===== src/rtl/out_port_bcd.sv =====
// -----------------------------------------------------------------------------
// out_port_bcd
//
// Memory-mapped output port feeding the two-digit seven-segment display stage.
// A CPU store to PORT_ADDR is captured as the port value, and the value is
// converted to two BCD digits by a sequential shift-and-add-3 (double-dabble)
// converter. The digits and the overflow flag are registered and change only
// when a conversion commits, so the display never sees intermediate results.
//
// Ports:
//   clock      in   1   system clock, rising-edge active
//   resetn     in   1   asynchronous active-low reset
//   addr       in  32   CPU data-memory address
//   wdata      in  32   CPU store data
//   we         in   1   CPU store strobe (accepted when addr == PORT_ADDR)
//   port_data  out 32   last accepted store data (full 32 bits)
//   digit_ten  out  4   BCD tens digit, 0..9
//   digit_mod  out  4   BCD units digit, 0..9
//   ovf        out  1   committed value was greater than MAX_VAL
//   busy       out  1   conversion in progress
//   done       out  1   one-cycle pulse when digits/ovf commit
// -----------------------------------------------------------------------------
module out_port_bcd #(
  parameter logic [31:0] PORT_ADDR = 32'h0000_00C0,
  // Tied to the 7-bit binary / 2-digit BCD datapath below; changing it
  // requires widening the converter.
  parameter int unsigned MAX_VAL   = 99
) (
  input  logic        clock,
  input  logic        resetn,
  input  logic [31:0] addr,
  input  logic [31:0] wdata,
  input  logic        we,
  output logic [31:0] port_data,
  output logic [3:0]  digit_ten,
  output logic [3:0]  digit_mod,
  output logic        ovf,
  output logic        busy,
  output logic        done
);

  localparam int unsigned BIN_W   = 7;
  localparam int unsigned DIGITS  = 2;
  localparam int unsigned BCD_W   = 4 * DIGITS;
  localparam logic [2:0]  LAST_IT = 3'(BIN_W - 1);
  localparam logic [31:0] MAX_W   = 32'(MAX_VAL);

  typedef enum logic {
    IDLE  = 1'b0,
    SHIFT = 1'b1
  } state_t;

  state_t             state_q;
  logic [31:0]        port_data_q;
  logic [BIN_W-1:0]   bin_q;
  logic [BCD_W-1:0]   bcd_q;
  logic [2:0]         cnt_q;
  logic               ov_pend_q;
  logic [3:0]         digit_ten_q;
  logic [3:0]         digit_mod_q;
  logic               ovf_q;
  logic               busy_q;
  logic               done_q;

  // Write decode and input saturation.
  logic               wr_hit;
  logic               over_max;
  logic [BIN_W-1:0]   clamp_d;

  assign wr_hit   = we && (addr == PORT_ADDR);
  assign over_max = (wdata > MAX_W);
  assign clamp_d  = over_max ? MAX_W[BIN_W-1:0] : wdata[BIN_W-1:0];

  // One double-dabble iteration: correct every nibble that would overflow
  // past 9 after doubling, then shift the whole {bcd, bin} register left.
  logic [BCD_W-1:0]   bcd_adj;
  logic [BCD_W-1:0]   bcd_d;
  logic [BIN_W-1:0]   bin_d;

  genvar gi;
  generate
    for (gi = 0; gi < DIGITS; gi++) begin : g_adj
      assign bcd_adj[gi*4 +: 4] = (bcd_q[gi*4 +: 4] >= 4'd5)
                                  ? (bcd_q[gi*4 +: 4] + 4'd3)
                                  : bcd_q[gi*4 +: 4];
    end
  endgenerate

  // The adjusted MSB is always 0 for inputs <= 99, so dropping it is safe.
  assign bcd_d = {bcd_adj[BCD_W-2:0], bin_q[BIN_W-1]};
  assign bin_d = {bin_q[BIN_W-2:0], 1'b0};

  always_ff @(posedge clock or negedge resetn) begin
    if (!resetn) begin
      state_q     <= IDLE;
      port_data_q <= '0;
      bin_q       <= '0;
      bcd_q       <= '0;
      cnt_q       <= '0;
      ov_pend_q   <= 1'b0;
      digit_ten_q <= '0;
      digit_mod_q <= '0;
      ovf_q       <= 1'b0;
      busy_q      <= 1'b0;
      done_q      <= 1'b0;
    end else begin
      done_q <= 1'b0;
      if (wr_hit) begin
        // A new write always wins, including on the completion edge: the
        // in-flight conversion is abandoned without committing.
        port_data_q <= wdata;
        bin_q       <= clamp_d;
        ov_pend_q   <= over_max;
        bcd_q       <= '0;
        cnt_q       <= '0;
        state_q     <= SHIFT;
        busy_q      <= 1'b1;
      end else begin
        case (state_q)
          SHIFT: begin
            bin_q <= bin_d;
            bcd_q <= bcd_d;
            if (cnt_q == LAST_IT) begin
              // Commit from the post-shift value of this final iteration.
              digit_ten_q <= bcd_d[7:4];
              digit_mod_q <= bcd_d[3:0];
              ovf_q       <= ov_pend_q;
              done_q      <= 1'b1;
              busy_q      <= 1'b0;
              cnt_q       <= '0;
              state_q     <= IDLE;
            end else begin
              cnt_q <= cnt_q + 3'd1;
            end
          end
          default: begin
            busy_q <= 1'b0;
          end
        endcase
      end
    end
  end

  assign port_data = port_data_q;
  assign digit_ten = digit_ten_q;
  assign digit_mod = digit_mod_q;
  assign ovf       = ovf_q;
  assign busy      = busy_q;
  assign done      = done_q;

endmodule

===== config.mk =====
export PLATFORM = sky130hd
export DESIGN_NAME = out_port_bcd
export DESIGN_NICKNAME = d
export VERILOG_FILES = /design/src/rtl/out_port_bcd.sv
export SDC_FILE = /design/constraint.sdc
export NUM_CORES = 1
export LEC_CHECK = 0
export ABC_AREA = 0
export CORE_ASPECT_RATIO = 0.8
export CORE_MARGIN = 2
export CORE_UTILIZATION = 48
export CTS_BUF_LIST = sky130_fd_sc_hd__clkbuf_4
export DETAILED_ROUTE_END_ITERATION = 6
export GPL_TIMING_DRIVEN = 0
export PLACE_DENSITY = 0.93
export SLEW_MARGIN = 20
export SYNTH_ARGS = -nofsm -noshare
export SYNTH_HDL_FRONTEND = slang
export SYNTH_SLANG_ARGS = --single-unit

===== constraint.sdc =====
create_clock -name clock -period 2.9 [get_ports clock]
set_input_delay 0.29 -clock clock [delete_from_list [all_inputs] [get_ports clock]]
set_output_delay 0.29 -clock clock [all_outputs]
set_load 0.02 [all_outputs]

== After elaboration in Yosys (flattened, before gate mapping) ==
Cells that the tools add are included.
Storage, ports and cells
  output and inout port bits: 43
  flip-flop bits (word level): 63
  logic and storage cells: 43
  input bits: 67
Operators by class
  bitwise operators: 1
  muxes and demuxes: 19
  add/sub/neg operators: 3
  order comparisons: 3
  reductions and logical operators: 3
  eq/ne operators: 3
Operators by type and width (count)
  32-bit by 8-bit == test with 1-bit output, second input constant: 1
  32-bit by 7-bit > comparator with 1-bit output, second input constant: 1
  7-bit two-way mux: 3
  8-bit two-way mux: 2
  3-bit two-way mux: 4
  1-bit two-way mux: 9
  4-bit by 3-bit >= comparator with 1-bit output, second input constant: 2
  4-bit by 2-bit adder with 4-bit output, second input constant: 1
  4-bit two-way mux: 1
  3-bit by 1-bit adder with 3-bit output, second input constant: 1
  3-bit by 2-bit adder with 3-bit output, second input constant: 1
  3-bit == test, second input constant: 1
  3-bit by 1-bit != test with 1-bit output, second input constant: 1
  3-bit AND reduction: 1
  2-bit nonzero test: 1
  1-bit logical AND: 1
  1-bit NOT: 1

== Logic depth before layout (Yosys ltp) ==
Gate-level depths: netlist (run 1).
  depth in word-level cells: 4
  gate-level depth with buffers: 7
  depth with buffers taken out: 7

== Worst setup path after synthesis (run 1) ==
No wires, ideal clock.
  kind: input to register
  from: input addr[13]
  to: register digit_mod_q[1] (netlist: digit_mod[1])
  library setup time: 0.127 ns
  buffers on the path: 1
  arrival time: 1.593 ns
  setup slack: 1.180 ns
  data required time: 2.773 ns
  stages: 7
  cells stage by stage: nor4_1 nand4_1 nor3b_2 or2_1 buf_2 inv_2 mux2_1
Between the ends
  word-level cells in the longest chain between the ends: 4
Ends and longest elaborated chain
  start: declaration: RTL line 31  | input logic [31:0] addr,
  32-bit by 8-bit == test with 1-bit output: RTL line 70  | assign wr_hit = we && (addr == PORT_ADDR);
  1-bit logical AND: RTL line 70
  1-bit NOT (no source line)
  3-bit AND reduction (no source line)
  end signal: assignment: RTL line 126  | digit_mod_q <= bcd_d[3:0];
  end: declaration: RTL line 60  | logic [3:0] digit_mod_q;
Every way passes these cells.
A chain may end at the register's enable or synchronous reset.

== Worst setup path after layout (run 1) ==
  from: input addr[13]
  to: register digit_mod_q[2] (netlist: digit_mod[2])
Same word-level chain as after synthesis.

==> out/metrics.yaml, run 1 <==
n_antenna_cell: 0
fin_tns_setup_ns: 0
start_util_pct: 50.4
grt_max_degree: 60
synth.avg_cell_area_um2: 12.3
p_per_area_nw_per_um2: 380
yosysTopAreaCell: "dfrtp_1"
cp_max_fo: 6
cts-htree-levels: 3
yosys_register_bits: 63
core_area_um2: 5530
syn_inst: 227
multi_input_area_um2: 1140
p_comb_share_pct: 7.9
cp_top_family: "simple AND/OR/NAND/NOR gates"
clk_latency_ns: 0.41
hpwl_mm: 5.05
synthTopCellsByArea: "dfrtp_1, mux2_2, mux2i_1"
critPathMaxStageDelay_ns: 0.41
cts-root-buf: "clkbuf_4"
startpoint_type: "primary input"
clk_pin_slew_ns: 0.10
p_clk_share_pct: 36.3
drc_errors: 0
slew_headroom_pct: 62.1
fillers: 401
cts_tree: "done"
p_int_uw: 1220
die_w_um: 89.2
switchingPower_uw: 356
worstSetupPathType: "in2reg"
crit_slowest_cell: "clkdlybuf4s50_1"
vdd.ir_drop.worst_uv: 326
io_pins: 110
hold_path_class: "in2async"
synth_nets: 298
seq_area_um2: 1580
num_rows: 24
grt_pass1_vias: 2241
path_cells: "clkdlybuf4s50_1 > nor4_1 > nand4_1 > nor3b_2 > or2_1 > buf_2 > inv_2 > mux2_1"
hold_ws_ns: 0.228
final_common_cell: "clkdlybuf4s50_1"
clk_path_buf_depth: 2
fmax_mhz: 484
first_pass_iters: 4
track_usage_pct: 21.6
layout-drive-gt1-share_pct: 17.8
cts_made_buffers: 9
synthDistinctLibCells: 35
drv_slew: 0
die-area_um2: 6430
antenna_found_initial: 0
area_delta_synth_final_pct: 48.7
detail-route-antenna-nets: 0
cts_num_sinks: 63
finalHoldViolations: 0
die_h_um: 72.1
drt_wl_total_mm: 6.51
seqPwrFrac_pct: 55.7
drt-initial-drc-count: 91
post_cts_buffers: 0
overflow: 0
via_count: 2195
p_leak_uw: 0.00186
arrival_ns: 2.35
final_cell_mix: "clkdlybuf4s50_1, dfrtp_1, mux2_2"
worstMarginPinSlew_ns: 0.569
gp_congestion: 0.806
netSwitchingFraction_pct: 22.6
yosys.area.top_type_share_pct: 56.6
seq_area_frac_synth_pct: 56.6
outcome: "complete, no violations"
finalSetupViolCount: 0
finalClockSkew_ns: 0.0131
worstSetupEndpointType: "flip-flop"
synth_warnings: 0
port_buffers: 109
worst_ep_required_time_ns: 3.19
period_share_pct: 71.2
via_per_inst: 5.08
wl_per_cell_um: 15.1
worst-path-buf-inv: 3
drv_cap: 0
rsz0062_at_grt: "false"
period_needed_ns: 2.06
nets: 420
grt_pass1_wl_mm: 10.5
syn-cell-area_um2: 2790
worst paths after layout:
path	to	slack, ns	start	cells after the start
min in group clock	digit_mod[1]$_DFFE_PN0P_	0.50	digit_mod[1]$_DFFE_PN0P_	1
max in group asynchronous	port_data[21]$_DFFE_PN0N_	2.20	resetn	3
hold reg to reg	digit_mod[1]$_DFFE_PN0P_	0.50	digit_mod[1]$_DFFE_PN0P_	1
setup reg to reg	digit_mod[2]$_DFFE_PN0P_	1.07	state_q$_DFF_PN0_	6
hold / removal	done$_DFF_PN0_	0.23	resetn	2
setup / recovery	digit_mod[2]$_DFFE_PN0P_	0.84	addr[13]	8
metrics by stage:
stage / total power [uW] / utilization (%) / setup slack (ns) / instances / area (um2)
floorplan: 901 / - / 1.18 / 227 / 2790
global placement: 1010 / 71.9 / -0.434 / 414 / 3970
detailed placement: 1020 / 72.4 / 0.365 / 415 / 4000
CTS: 1590 / 74.9 / 0.799 / 432 / 4140
global route: 1640 / 74.9 / 0.713 / 432 / 4140
finish: 1580 / 74.9 / 0.836 / 432 / 4140
logic make-up (layout without fill, tap and decap cells):
kind of cell / count (synthesis) / count (layout) / synth area share, %
muxes: 50 / 50 / 19.8
buffers and inverters: 16 / 143 / 2.43
DFF: 63 / 63 / 56.6
adders and majority gates: 4 / 4 / 1.80
and+or+nand+nor: 61 / 61 / 11.7
xor gates and xnor gates: 2 / 2 / 0.629
AOI/OAI and AO/OA: 31 / 31 / 7.05
state kept, by name, indices dropped and copies added (netlist names):
name       count
bcd_q          8
bin_q          7
busy           1
cnt_q          3
digit_mod      4
digit_ten      4
done           1
ov_pend_q      1
ovf            1
port_data     32
state_q        1
repair_timing:
action | CTS | global route
hold buffers | 1 | 0
resized for setup | 0 | 0
hold endpoints to repair | 63 | 0
power by group through the flow:
stage                     Sequential [uW]  Combinational [uW]  Clock, uW
after global placement                895                 118          0
after global routing                  878                 136        630
after detailed placement              895                 126          0
after floorplan                       895                5.62          0
after CTS                             878                 127        586
final                                 878                 125        572
worst reg2reg max path, delay by kind of cell (launching register included):
kind	cells	cell delay (ns)
AND/OR/NAND/NOR	2	0.48
multiplexers	1	0.33
flip-flops	1	0.33
buffers and inverters	3	0.57
cell usage after synthesis:
cell type	instances
nor4b_1	1
mux2i_1	10
inv_1	5
nand3_1	2
mux2_1	4
a21o_1	1
nor2_1	20
nor3b_1	4
a211o_1	1
or2_1	1
nand2_1	8
buf_2	6
and4_1	1
xnor2_1	2
o311ai_0	1
inv_2	1
nor3b_2	1
buf_1	2
and3_1	1
o21ai_0	8
o31a_1	2
nand2b_1	3
mux2_2	36
dfrtp_1	63
clkbuf_1	2
nand4_1	2
nor4bb_1	1
a21oi_1	10
ha_1	4
nor2b_1	2
a211oi_1	5
and2_1	2
nor3_1	2
a31o_2	3
nor4_1	10
routing by layer:
metal | wire, um | vias to the layer above | track usage (%)
met4 | 44 | 0 | 4.48
met1 | 2850 | 1043 | 27.0
met3 | 494 | 7 | 9.56
met5 | 0 | - | 0
li1 | - | 1064 | -
met2 | 3120 | 81 | 35.0
cell type report:
cell class                      count  area share [%]
Buffer                             10            1.09
Clock buffer                        9            1.63
Clock inverter                      7            1.54
Inverter                            6           0.544
Multi-Input combinational cell    148            27.6
Sequential cell                    63            38.1
Tap cell                           78            2.36
Timing Repair Buffer              111            27.2
No activity file was read; power rests on OpenSTA's default activity.
==> run 2: changes to the inputs <==
--- a/config.mk
+++ b/config.mk
@@ -8,11 +8,11 @@
 export ABC_AREA = 0
 export CORE_ASPECT_RATIO = 0.8
 export CORE_MARGIN = 2
-export CORE_UTILIZATION = 48
+export CORE_UTILIZATION = 41
 export CTS_BUF_LIST = sky130_fd_sc_hd__clkbuf_4
 export DETAILED_ROUTE_END_ITERATION = 6
 export GPL_TIMING_DRIVEN = 0
-export PLACE_DENSITY = 0.93
+export PLACE_DENSITY = 0.85
 export SLEW_MARGIN = 20
 export SYNTH_ARGS = -nofsm -noshare
 export SYNTH_HDL_FRONTEND = slang
==> constraint.sdc (replaced) <==
create_clock -name clock -period 1.7 [get_ports clock]
set_input_delay 0.17 -clock clock [delete_from_list [all_inputs] [get_ports clock]]
set_output_delay 0.17 -clock clock [all_outputs]
set_load 0.02 [all_outputs]
==> out/metrics.yaml, run 2 (synthesis results as in run 1) <==
period_share_pct: 101
cts_made_buffers: 9  # unchanged
finalSetupViolCount: 5  # +5
p_per_area_nw_per_um2: 615  # +62%
finalClockSkew_ns: 0.0122  # -0.000900 ns
grt_max_degree: 47  # -22%
cp_top_family: "simple AND/OR/NAND/NOR gates"
p_leak_uw: 0.00214  # +15%
via_per_inst: 5.19  # +2.1%
drt_wl_total_mm: 7.41  # +14%
die_h_um: 77.7  # +7.7%
io_pins: 110  # unchanged
crit_slowest_cell: "clkdlybuf4s50_1"
place_ws_ns: -0.658  # -1.02 ns
fmax_mhz: 580
gp_congestion: 0.792  # -1.8%
outcome: "finished with violations"
core_area_um2: 6470  # +17%
hpwl_mm: 5.24  # +3.9%
track_usage_pct: 20.2  # -1.4 points
overflow: 0  # unchanged
startpoint_type: "primary input"
layout-drive-gt1-share_pct: 23.9  # +6.1 points
finalHoldViolations: 0  # unchanged
worstSetupPathType: "in2reg"
first_pass_iters: 4  # unchanged
start_util_pct: 43.0  # -7.4 points
reg2reg_to: "digit_mod[1]$_DFFE_PN0P_"
die-area_um2: 7470  # +16%
cts-root-buf: "clkbuf_4"
grt_pass1_wl_mm: 11.5  # +10%
drc_errors: 0  # unchanged
period_needed_ns: 1.72
cts_tree: "done"
hold_ws_ns: 0.174  # -0.0545 ns
n_antenna_cell: 0  # unchanged
worst_ep_required_time_ns: 1.99  # -1.20 ns
drv_cap: 0  # unchanged
cts-htree-levels: 3  # unchanged
num_rows: 26  # +8.3%
final_common_cell: "clkdlybuf4s50_1"
worst-path-buf-inv: 4  # +1
clk_latency_ns: 0.40  # about the same
clk_pin_slew_ns: 0.11  # about the same
p_total_uw: 2690  # +71%
port_buffers: 109  # unchanged
slew_headroom_pct: 57.1  # -5.0 points
arrival_ns: 2.02  # -0.33 ns
detail-route-antenna-nets: 0  # unchanged
worstSetupPathDepth: 9  # +1
cp_max_fo: 6  # unchanged
drt-initial-drc-count: 80  # -12%
hold_path_class: "in2async"
cp_common_cell: "buf_6"
via_count: 2277  # +3.7%
drv_slew: 0  # unchanged
r2r_slack_ns: 0.11  # -0.96 ns
cts_num_sinks: 63  # unchanged
area_delta_synth_final_pct: 56.9
clk_path_buf_depth: 2  # unchanged
nets: 422  # +0.48%
worstSetupEndpointType: "flip-flop"
vdd.ir_drop.worst_uv: 552  # +69%
r2r_cells: 6  # unchanged
r2r_start: "cnt_q[0]$_DFFE_PN0P_"
worstMarginPinSlew_ns: 0.636  # +0.0668 ns
wl_per_cell_um: 16.9  # +12%
path_cells: "clkdlybuf4s50_1 > nor4_1 > and3_4 > nor3b_4 > buf_6 > or2_1 > buf_6 > inv_8 > mux2_4"
largest_reg_flops: 32  # unchanged
grt_pass1_vias: 2354  # +5.0%
timing.final.ws_setup_ns: -0.0238  # -0.859 ns
die_w_um: 96.2  # +7.8%
violations: "negative setup slack"
final_cell_mix: "clkdlybuf4s50_1, dfrtp_1, mux2_2"
critPathMaxStageDelay_ns: 0.41  # about the same
antenna_found_initial: 0  # unchanged
run 2: cell types whose count changed in the layout (fill, tap and decap cells not counted), sizes merged, moves of 2 or more:
cell           previous run  this run
clkbuf                   11        13
clkdlybuf4s50           108        83
dlygate4sd2               0         3
dlymetal6s2s              0        22
run 2: cell type report:
class / count / area [um2]
plain buffers: 9 / 70.1
clock inverters: 5 / 50.0
clock buffers: 10 / 75.1
repair buffers: 114 / 1200
well taps: 84 / 105
multi-input cells: 148 / 1260
inverters: 6 / 30.0
fillers: 493 / 2100
flip-flops and latches: 63 / 1580
run 2: how the worst max path moves through the flow:
stage / start / to / slack (ns)
global placement: resetn / port_data[15]$_DFFE_PN0N_ / -1.60
floorplan: addr[13] / digit_mod[1]$_DFFE_PN0P_ / 0.1
finish: addr[27] / digit_mod[1]$_DFFE_PN0P_ / -0.02
global route: addr[27] / digit_mod[1]$_DFFE_PN0P_ / -0.06
CTS: addr[24] / digit_mod[1]$_DFFE_PN0P_ / 0.0002
detailed placement: addr[7] / digit_mod[1]$_DFFE_PN0P_ / -0.66
run 2: metrics by stage:
step	TNS, ns	util (%)	area (um2)	std cells
floorplan	0	-	2790	227
global placement	-136.04	61.5	3980	420
detailed placement	-36.35	61.9	4010	421
CTS	0	65.3	4230	438
global route	-0.279	67.5	4370	439
finish	-0.0980	67.5	4370	439
run 2: timing repair:
action	CTS	global route
hold buffers	1	0
hold endpoints to repair	63	0
buffers inserted	2	1
pin swaps	5	11
setup endpoints to repair	60	60
resized for setup	24	38
run 2: per-layer routing:
layer	wire length (um)	part of all wire, %	global-route usage [%]
met1	3120	42	25.4
met4	89	1.2	5.29
met2	3750	51	32.7
met3	454	6.1	7.57
met5	0	0	0
run 2: report_power, final:
group          leakage [uW]  switching [uW]  internal (uW)
combinational       0.00121            83.6            142
sequential         0.000860        0.000800           1500
clock             0.0000758             517            448
